`src/rtl/dmem_access_unit.sv`:
```
// -----------------------------------------------------------------------------
// dmem_access_unit
//
// MEM-stage load/store unit. It sits between the pipelined core and a
// valid/ready data memory whose latency varies. The unit captures the core's
// access, issues one word-aligned request with byte enables, waits for read
// data when the access is a load, and returns sign- or zero-extended data.
// The pipeline is held in stall until the access finishes.
//
// Build option:
//   DMEM_MISALIGN_TRAP_EN  When defined, a misaligned half or word access
//                          never reaches memory. It completes on the next
//                          cycle with bus_err=1 and cpu_rdata=0. When not
//                          defined, the address is forced to natural
//                          alignment and the access proceeds.
//
// Parameters:
//   TIMEOUT_CYC  Cycles allowed in REQ+WAIT before the access is aborted with
//                bus_err. The counter is 8 bits, so the legal range is 1..255.
//
// Ports:
//   clk          rising-edge clock
//   rst          asynchronous active-low reset
//   cpu_req      MEM-stage load/store; the core holds it stable while stall=1
//   cpu_we       1 = store, 0 = load
//   cpu_addr     byte address
//   cpu_wdata    store data, right-justified
//   cpu_dmtype   000 word, 001 half, 010 half-u, 011 byte, 100 byte-u
//   cpu_rdata    extended load data; holds until the next completion
//   stall        freezes the upstream pipeline registers
//   done         one-cycle pulse when an access finishes
//   bus_err      abort flag (timeout or misalignment); holds until next done
//   mem_valid    request valid
//   mem_ready    request accepted when mem_valid & mem_ready
//   mem_we       write request
//   mem_addr     word-aligned request address
//   mem_be       byte enables
//   mem_wdata    store data placed in its byte lanes
//   mem_rdata    full read word
//   mem_rvalid   read data valid, single cycle
// -----------------------------------------------------------------------------
module dmem_access_unit #(
  parameter int unsigned TIMEOUT_CYC = 255
) (
  input  logic        clk,
  input  logic        rst,
  input  logic        cpu_req,
  input  logic        cpu_we,
  input  logic [31:0] cpu_addr,
  input  logic [31:0] cpu_wdata,
  input  logic [2:0]  cpu_dmtype,
  output logic [31:0] cpu_rdata,
  output logic        stall,
  output logic        done,
  output logic        bus_err,
  output logic        mem_valid,
  input  logic        mem_ready,
  output logic        mem_we,
  output logic [31:0] mem_addr,
  output logic [3:0]  mem_be,
  output logic [31:0] mem_wdata,
  input  logic [31:0] mem_rdata,
  input  logic        mem_rvalid
);

  typedef enum logic [1:0] {
    S_IDLE = 2'd0,
    S_REQ  = 2'd1,
    S_WAIT = 2'd2,
    S_DONE = 2'd3
  } state_e;

  localparam logic [1:0] SZ_B = 2'd0;
  localparam logic [1:0] SZ_H = 2'd1;
  localparam logic [1:0] SZ_W = 2'd2;

  // The abort happens when the counter reaches this value, so REQ+WAIT
  // lasts exactly TIMEOUT_CYC cycles.
  localparam logic [7:0] TO_LAST = 8'(TIMEOUT_CYC - 1);

  // Undefined encodings (101..111) fall into the word case.
  function automatic logic [1:0] acc_size(input logic [2:0] dmtype);
    case (dmtype)
      3'b001, 3'b010: acc_size = SZ_H;
      3'b011, 3'b100: acc_size = SZ_B;
      default:        acc_size = SZ_W;
    endcase
  endfunction

  // Byte lane of the access. Halves and words ignore the address bits below
  // their natural alignment.
  function automatic logic [1:0] lane_off(input logic [1:0] a, input logic [1:0] sz);
    case (sz)
      SZ_B:    lane_off = a;
      SZ_H:    lane_off = {a[1], 1'b0};
      default: lane_off = 2'b00;
    endcase
  endfunction

  function automatic logic [3:0] byte_en(input logic [1:0] sz, input logic [1:0] off);
    case (sz)
      SZ_B:    byte_en = 4'b0001 << off;
      SZ_H:    byte_en = 4'b0011 << off;
      default: byte_en = 4'b1111;
    endcase
  endfunction

  function automatic logic [31:0] store_lanes(input logic [31:0] wdata,
                                              input logic [1:0]  sz,
                                              input logic [1:0]  off);
    case (sz)
      SZ_B:    store_lanes = {24'h0, wdata[7:0]}  << {off, 3'b000};
      SZ_H:    store_lanes = {16'h0, wdata[15:0]} << {off, 3'b000};
      default: store_lanes = wdata;
    endcase
  endfunction

  function automatic logic [31:0] load_extend(input logic [31:0] rdata,
                                              input logic [2:0]  dmtype,
                                              input logic [1:0]  off);
    logic [31:0] sh;
    sh = rdata >> {off, 3'b000};
    case (dmtype)
      3'b001:  load_extend = {{16{sh[15]}}, sh[15:0]};
      3'b010:  load_extend = {16'h0, sh[15:0]};
      3'b011:  load_extend = {{24{sh[7]}}, sh[7:0]};
      3'b100:  load_extend = {24'h0, sh[7:0]};
      default: load_extend = rdata;
    endcase
  endfunction

`ifdef DMEM_MISALIGN_TRAP_EN
  function automatic logic misaligned(input logic [1:0] a, input logic [1:0] sz);
    misaligned = ((sz == SZ_H) && a[0]) || ((sz == SZ_W) && (a != 2'b00));
  endfunction
`endif

  state_e      state_q, state_d;
  logic [31:0] addr_q, addr_d;
  logic        we_q, we_d;
  logic [31:0] wdata_q, wdata_d;
  logic [2:0]  dmtype_q, dmtype_d;
  logic [7:0]  cnt_q, cnt_d;
  logic [31:0] rdata_q, rdata_d;
  logic        err_q, err_d;

  logic [1:0]  cur_sz;
  logic [1:0]  cur_off;
  logic        timed_out;

  assign cur_sz    = acc_size(dmtype_q);
  assign cur_off   = lane_off(addr_q[1:0], cur_sz);
  assign timed_out = (cnt_q >= TO_LAST);

  // State and access registers. Everything, including the returned data,
  // clears on reset so that all outputs read zero immediately.
  always_ff @(posedge clk or negedge rst) begin
    if (!rst) begin
      state_q  <= S_IDLE;
      addr_q   <= '0;
      we_q     <= 1'b0;
      wdata_q  <= '0;
      dmtype_q <= '0;
      cnt_q    <= '0;
      rdata_q  <= '0;
      err_q    <= 1'b0;
    end else begin
      state_q  <= state_d;
      addr_q   <= addr_d;
      we_q     <= we_d;
      wdata_q  <= wdata_d;
      dmtype_q <= dmtype_d;
      cnt_q    <= cnt_d;
      rdata_q  <= rdata_d;
      err_q    <= err_d;
    end
  end

  // Next-state logic
  always_comb begin
    state_d  = state_q;
    addr_d   = addr_q;
    we_d     = we_q;
    wdata_d  = wdata_q;
    dmtype_d = dmtype_q;
    cnt_d    = cnt_q;
    rdata_d  = rdata_q;
    err_d    = err_q;

    case (state_q)
      S_IDLE: begin
        if (cpu_req) begin
          addr_d   = cpu_addr;
          we_d     = cpu_we;
          wdata_d  = cpu_wdata;
          dmtype_d = cpu_dmtype;
`ifdef DMEM_MISALIGN_TRAP_EN
          if (misaligned(cpu_addr[1:0], acc_size(cpu_dmtype))) begin
            state_d = S_DONE;
            rdata_d = '0;
            err_d   = 1'b1;
          end else begin
            state_d = S_REQ;
            cnt_d   = '0;
          end
`else
          state_d = S_REQ;
          cnt_d   = '0;
`endif
        end
      end

      S_REQ: begin
        if (mem_ready) begin
          if (we_q) begin
            state_d = S_DONE;
            rdata_d = '0;
            err_d   = 1'b0;
          end else begin
            // The counter keeps running into WAIT so the budget covers
            // request and response together.
            state_d = S_WAIT;
            cnt_d   = cnt_q + 8'd1;
          end
        end else if (timed_out) begin
          state_d = S_DONE;
          rdata_d = '0;
          err_d   = 1'b1;
        end else begin
          cnt_d = cnt_q + 8'd1;
        end
      end

      S_WAIT: begin
        if (mem_rvalid) begin
          state_d = S_DONE;
          rdata_d = load_extend(mem_rdata, dmtype_q, cur_off);
          err_d   = 1'b0;
        end else if (timed_out) begin
          state_d = S_DONE;
          rdata_d = '0;
          err_d   = 1'b1;
        end else begin
          cnt_d = cnt_q + 8'd1;
        end
      end

      // A request still visible here belongs to the instruction that is
      // just leaving MEM, so it must not start another access.
      S_DONE: begin
        state_d = S_IDLE;
      end

      default: begin
        state_d = S_IDLE;
      end
    endcase
  end

  // Outputs
  always_comb begin
    stall     = 1'b0;
    done      = 1'b0;
    mem_valid = 1'b0;
    mem_we    = 1'b0;
    mem_addr  = '0;
    mem_be    = '0;
    mem_wdata = '0;

    case (state_q)
      S_IDLE: stall = cpu_req;
      S_REQ: begin
        stall     = 1'b1;
        mem_valid = 1'b1;
        mem_we    = we_q;
        mem_addr  = {addr_q[31:2], 2'b00};
        mem_be    = byte_en(cur_sz, cur_off);
        mem_wdata = we_q ? store_lanes(wdata_q, cur_sz, cur_off) : 32'h0;
      end
      S_WAIT: stall = 1'b1;
      S_DONE: done  = 1'b1;
      default: ;
    endcase
  end

  assign cpu_rdata = rdata_q;
  assign bus_err   = err_q;

endmodule

```
`config.mk`:
```
export PLATFORM = sky130hd
export DESIGN_NAME = dmem_access_unit
export DESIGN_NICKNAME = d
export VERILOG_FILES = /design/src/rtl/dmem_access_unit.sv
export SDC_FILE = /design/constraint.sdc
export NUM_CORES = 1
export LEC_CHECK = 0
export ABC_AREA = 1
export BUFFER_PORTS_ARGS = -buffer_cell sky130_fd_sc_hd__buf_2
export CAP_MARGIN = 15
export CORE_UTILIZATION = 48
export CTS_CLUSTER_SIZE = 28
export DETAILED_ROUTE_END_ITERATION = 10
export PLACE_DENSITY_LB_ADDON = 0.05
export SLEW_MARGIN = 10
export SYNTH_ARGS = -nofsm -noshare
export SYNTH_HDL_FRONTEND = slang
export SYNTH_SLANG_ARGS = --single-unit
```
`constraint.sdc`:
```
create_clock -name clk -period 2 [get_ports clk]
set_clock_uncertainty 0.15 [all_clocks]
set_input_delay 0.2 -clock clk [delete_from_list [all_inputs] [get_ports clk]]
set_output_delay 0.2 -clock clk [all_outputs]
set_load 0.02 [all_outputs]
```
## Yosys cells after proc, flatten, opt, wreduce, memory -nomap -nowiden

Cells that the tools add are included.

- Word-level logic and storage cells: 72
- Register bits: 111
- Output and inout port bits: 105

- Reduce and logical (&&, ||, !) cells: 10
- Order comparisons: 1
- Mux-type cells: 35
- Shift-type cells: 5
- Add/sub/neg operators: 1
- Eq/ne operators: 12

Operator list:

| cell | number |
|---|---|
| $mux 32 | 7 |
| $pmux 32 s2 | 2 |
| $pmux 32 s4 | 1 |
| $mux 8 | 5 |
| $shl 16x5->32 | 1 |
| $shl 8x5->32 | 1 |
| $shr 32x5->16 | 1 |
| $pmux 8 s3 | 1 |
| $add 8x1->8 const B | 1 |
| $ge 8x8->1 const B | 1 |
| $mux 1 | 8 |
| $mux 2 | 4 |
| $pmux 2 s2 | 2 |
| $pmux 2 s4 | 1 |
| $pmux 4 s2 | 1 |
| $eq 3x2->1 const B | 2 |
| $ne 3x3->1 const B | 2 |
| $reduce_or 2->1 | 3 |
| $eq 2x1->1 const B | 2 |
| $eq 2x2->1 const B | 2 |
| $logic_not 2->1 | 2 |
| $mux 4 | 1 |
| $ne 2x2->1 const B | 2 |
| $pmux 1 s2 | 2 |
| other kinds (8) | 9 |

## Longest topological paths before layout

- Depth after elaboration: 9
- Mapped depth: 13

## Worst setup path before layout

OpenSTA, ideal clock, no wires.

- Kind: register -> output
- Start point: register state_q[1]
- End point: output mem_wdata[14]
- Data arrival time: 2.132 ns
- Required time: 1.650 ns
- Cell stages (with the launch flop): 8
- Path buffers: 1
- Setup slack: -0.482 ns
- Path through: dfrtp_1 inv_1 ha_1 nand2_2 inv_1 nand2_1 buf_2 nor3_1

- Word-level cells in the longest chain between the ends: 2

Ends and longest elaborated chain:

| what | RTL line | RTL |
|---|---|---|
| start, declared | 138 | `state_e state_q, state_d;` |
| start signal, assigned | 168 | `state_q <= state_d;` |
| $eq 2x1->1 | 270 | `case (state_q)` |
| $mux 32 | 270 |  |
| end, declared | 61 | `output logic [31:0] mem_wdata,` |

Every way passes these cells.

## Worst setup path in the final report

- Start point: register dmtype_q[0]
- End point: output mem_wdata[16]

- Word-level cells in the longest chain between the ends: 9
- Elaborated cells on any way between the ends: 15
- Classes of those cells: eq/ne: 5; shift: 2; mux: 5; reduce/logical: 3

Ends and longest elaborated chain:

| what | RTL line | RTL |
|---|---|---|
| start, declared | 142 | `logic [2:0] dmtype_q, dmtype_d;` |
| start signal, assigned | 172 | `dmtype_q <= dmtype_d;` |
| $eq 3x3->1, or another cell as far along | 83 | `case (dmtype)` |
| $reduce_or 2->1 | 83 |  |
| $pmux 2 s2 * | 83 |  |
| $eq 2x1->1 / $logic_not 2->1 (equally long branches) | 93, 111 |  |
| $pmux 2 s2 | 93 | `case (sz)` |
| $shl 16x5->32 / $shl 8x5->32 (equally long branches) | 113, 112 |  |
| $pmux 32 s2 * | 111 | `case (sz)` |
| $mux 32 * | 278 | `mem_wdata = we_q ? store_lanes(wdata_q, cur_sz, cur_off) : 32'h0;` |
| $mux 32 * | 270 |  |

Every way passes the cells marked *; elsewhere a longest branch is shown, timed or not.

==> reports/qor.csv <==
metric,value,unit
grt_max_degree,70,
grt.busiest_layer,met2,
synth.ff_latch_count,111,
slew_violations,0,
synth-seq-area-share,0.387,
cp-start-kind,register,
yosysWarnings,0,
yosysTopAreaCell,dfrtp_1,
end_kind,output pin,
drt_iter0_markers,527,
synth_area,0.00718,mm²
grt_first_pass_wirelength,36500,µm
cts.path.max_buffers,2,
clkLatencyLatePin,360,ps
period_minus_slack,2310,ps
fin_crit_sh,1.15,
nets,1364,
core,0.0146,mm²
fill_cells,1015,
finalSetupViolCount,62,
yosys.area.top_type_share,0.387,
cp_data_arrival_time,1960,ps
post-place-ws,32.6,ps
grt_use_total,0.292,
num_rows,44,
dpl_cell_area,0.00885,mm²
totalWireLength,23800,µm
vias,7694,
drive_gt1_frac,0.431,
total_power,19200,µW
syn_inst,939,
clk_pin_slew_worst_paths,70,ps
synthTopCellsByArea,"dfrtp_1 39%, nand2_1 10%, mux2_2 10%",
via_per_inst,5.35,
tritoncts,yes,
die_h,124,µm
grtUsageMet1,0.386,
n_antenna_cell,0,
status,finished with violations,
cts_sinks,111,
synth.distinct_cells,38,
dp_hpwl,14600,µm
required,1650,ps
io_buffers,207,
cts_made_buffers,9,
drc_errors,0,
start_util,0.492,
dieArea,0.0154,mm²
violations,setup timing,
htreeDepth,3,
syn_area_per_cell,7.64,µm²
peakVddDrop,1160,µV
hold_viol,0,
grt_pass1_vias,7366,
clock-root-buffer,clkbuf_16,
fin_hold_ws,101,ps
antenna_left,0,
worstPathMaxFanout,5,
die_x,124,µm
firstDrtPassIters,5,
max_freq,434,MHz
met3_usage,0.0460,
cap_violations,0,
fin_ws,-306,ps
gp_congestion,0.928,
rsz0062_at_grt,true,
gr-total-overflow,0,
wire_per_inst,16.6,µm
antenna_found_initial,0,
p_leak,0.00562,µW
critPathKind,reg -> out,
tns,-12540,ps
power_density,1740,mW/mm²
hp-class,in -> reg,
io_pins,210,
final_cell_area,0.0110,mm²
syn_to_final_growth,53.1,%
use_met2,0.484,
Yosys cell counts, drive strengths merged:
cell	instances
a211oi	1
a21boi	1
a21oi	93
a22o	1
a22oi	8
a32oi	1
buf	23
clkbuf	32
conb	1
dfrtp	111
ha	9
inv	112
mux2	65
nand2	214
nand3	68
nand3b	1
nand4	1
nor2	110
nor3	9
o211ai	2
o21ai	70
o21bai	1
o22ai	1
o31ai	1
xor2	3
power by group:
part	leakage, µW	total (µW)	internal (µW)	switching, µW
logic	0.00413	12900	5600	7330
clock network	0.000162	2030	1150	881
registers	0.00132	4210	3340	864
total	0.00562	19200	10100	9070
metrics by stage:
| stage | instances | utilization |
|---|---|---|
| finish | 1439 | 0.753 |
| global route | 1439 | 0.753 |
| floorplan | 940 | - |
| CTS | 1417 | 0.708 |
| global placement | 1320 | 0.607 |
| detailed placement | 1320 | 0.607 |
metal layers:
layer | wire length [µm] | share of wire
met5 | 0 | 0
met4 | 477 | 0.020
met3 | 1560 | 0.065
met2 | 11800 | 0.49
met1 | 10000 | 0.42
critical path, stage by stage (launching register included):
cell and delay, ps:
dfrtp_2 460, nor2_2 130, nand2_2 70, nand2_4 110, inv_4 60, nand2_8 90, nand2_8 80, buf_12 150
nor2_2 70, a21oi_1 50, nor2_1 160, buf_4 170
final cells by class:
cell class,instances,area [µm²],area share
Tap cell,184,230,0.0210
Clock buffer,11,243,0.0221
Clock inverter,5,88.8,0.00808
Timing Repair Buffer,353,2910,0.265
Multi-Input combinational cell,663,4300,0.391
Inverter,112,433,0.0394
Sequential cell,111,2780,0.253
placed cells by master (no fill, tap or decap), types with 3 or more instances in the layout:
cell type	count
nand3_4	7
buf_6	26
ha_1	6
buf_2	167
a21oi_2	28
buf_4	60
nand3_1	40
o21ai_0	57
a21oi_1	65
nor3_4	3
xor2_1	3
dfrtp_1	109
nand2_1	157
nor2_2	14
nand2_2	40
nand2_8	3
a22oi_2	7
mux2_2	65
inv_2	5
nand2_4	14
nand3_2	22
inv_1	103
clkbuf_16	14
buf_12	23
dlygate4sd3_1	69
o21ai_2	4
inv_4	3
nor2_4	14
o21ai_1	8
nor2_1	82
nor3_2	5
worst paths after layout:
path | slack, ps | start | endpoint | cells after the start
worst max-delay path | -310 | dmtype_q[0] | mem_wdata[16] | 11
worst min-delay path | 100 | mem_rvalid | cpu_rdata[7] | 4
worst max register to register | -250 | dmtype_q[0] | cpu_rdata[15] | 15
worst min register to register | 360 | addr_q[15] | addr_q[15] | 1
max in group asynchronous | 1110 | rst | dmtype_q[1] | 3
min in group asynchronous | 220 | rst | cpu_rdata[15] | 3
flip-flops by register name (all words and copies together) (netlist names):
name and count:
addr_q 32, cpu_rdata 32, wdata_q 32, cnt_q 8
dmtype_q 3, state_q 2, bus_err 1, we_q 1
cell families after synthesis:
logic type | synth area share
mux | 0.102
buf+inv | 0.0988
flops | 0.387
fa+ha+maj | 0.0157
other cells | 0.000522
compound gates | 0.142
simple gates | 0.250
xor+xnor | 0.00366
timing repair:
item	CTS	global route
pin swaps	14	56
setup endpoints to repair	37	106
hold buffers	69	0
hold endpoints to repair	179	0
gates cloned	1	7
buffers inserted	11	18
resized for setup	108	111
Power figures use the tool's default switching activity.
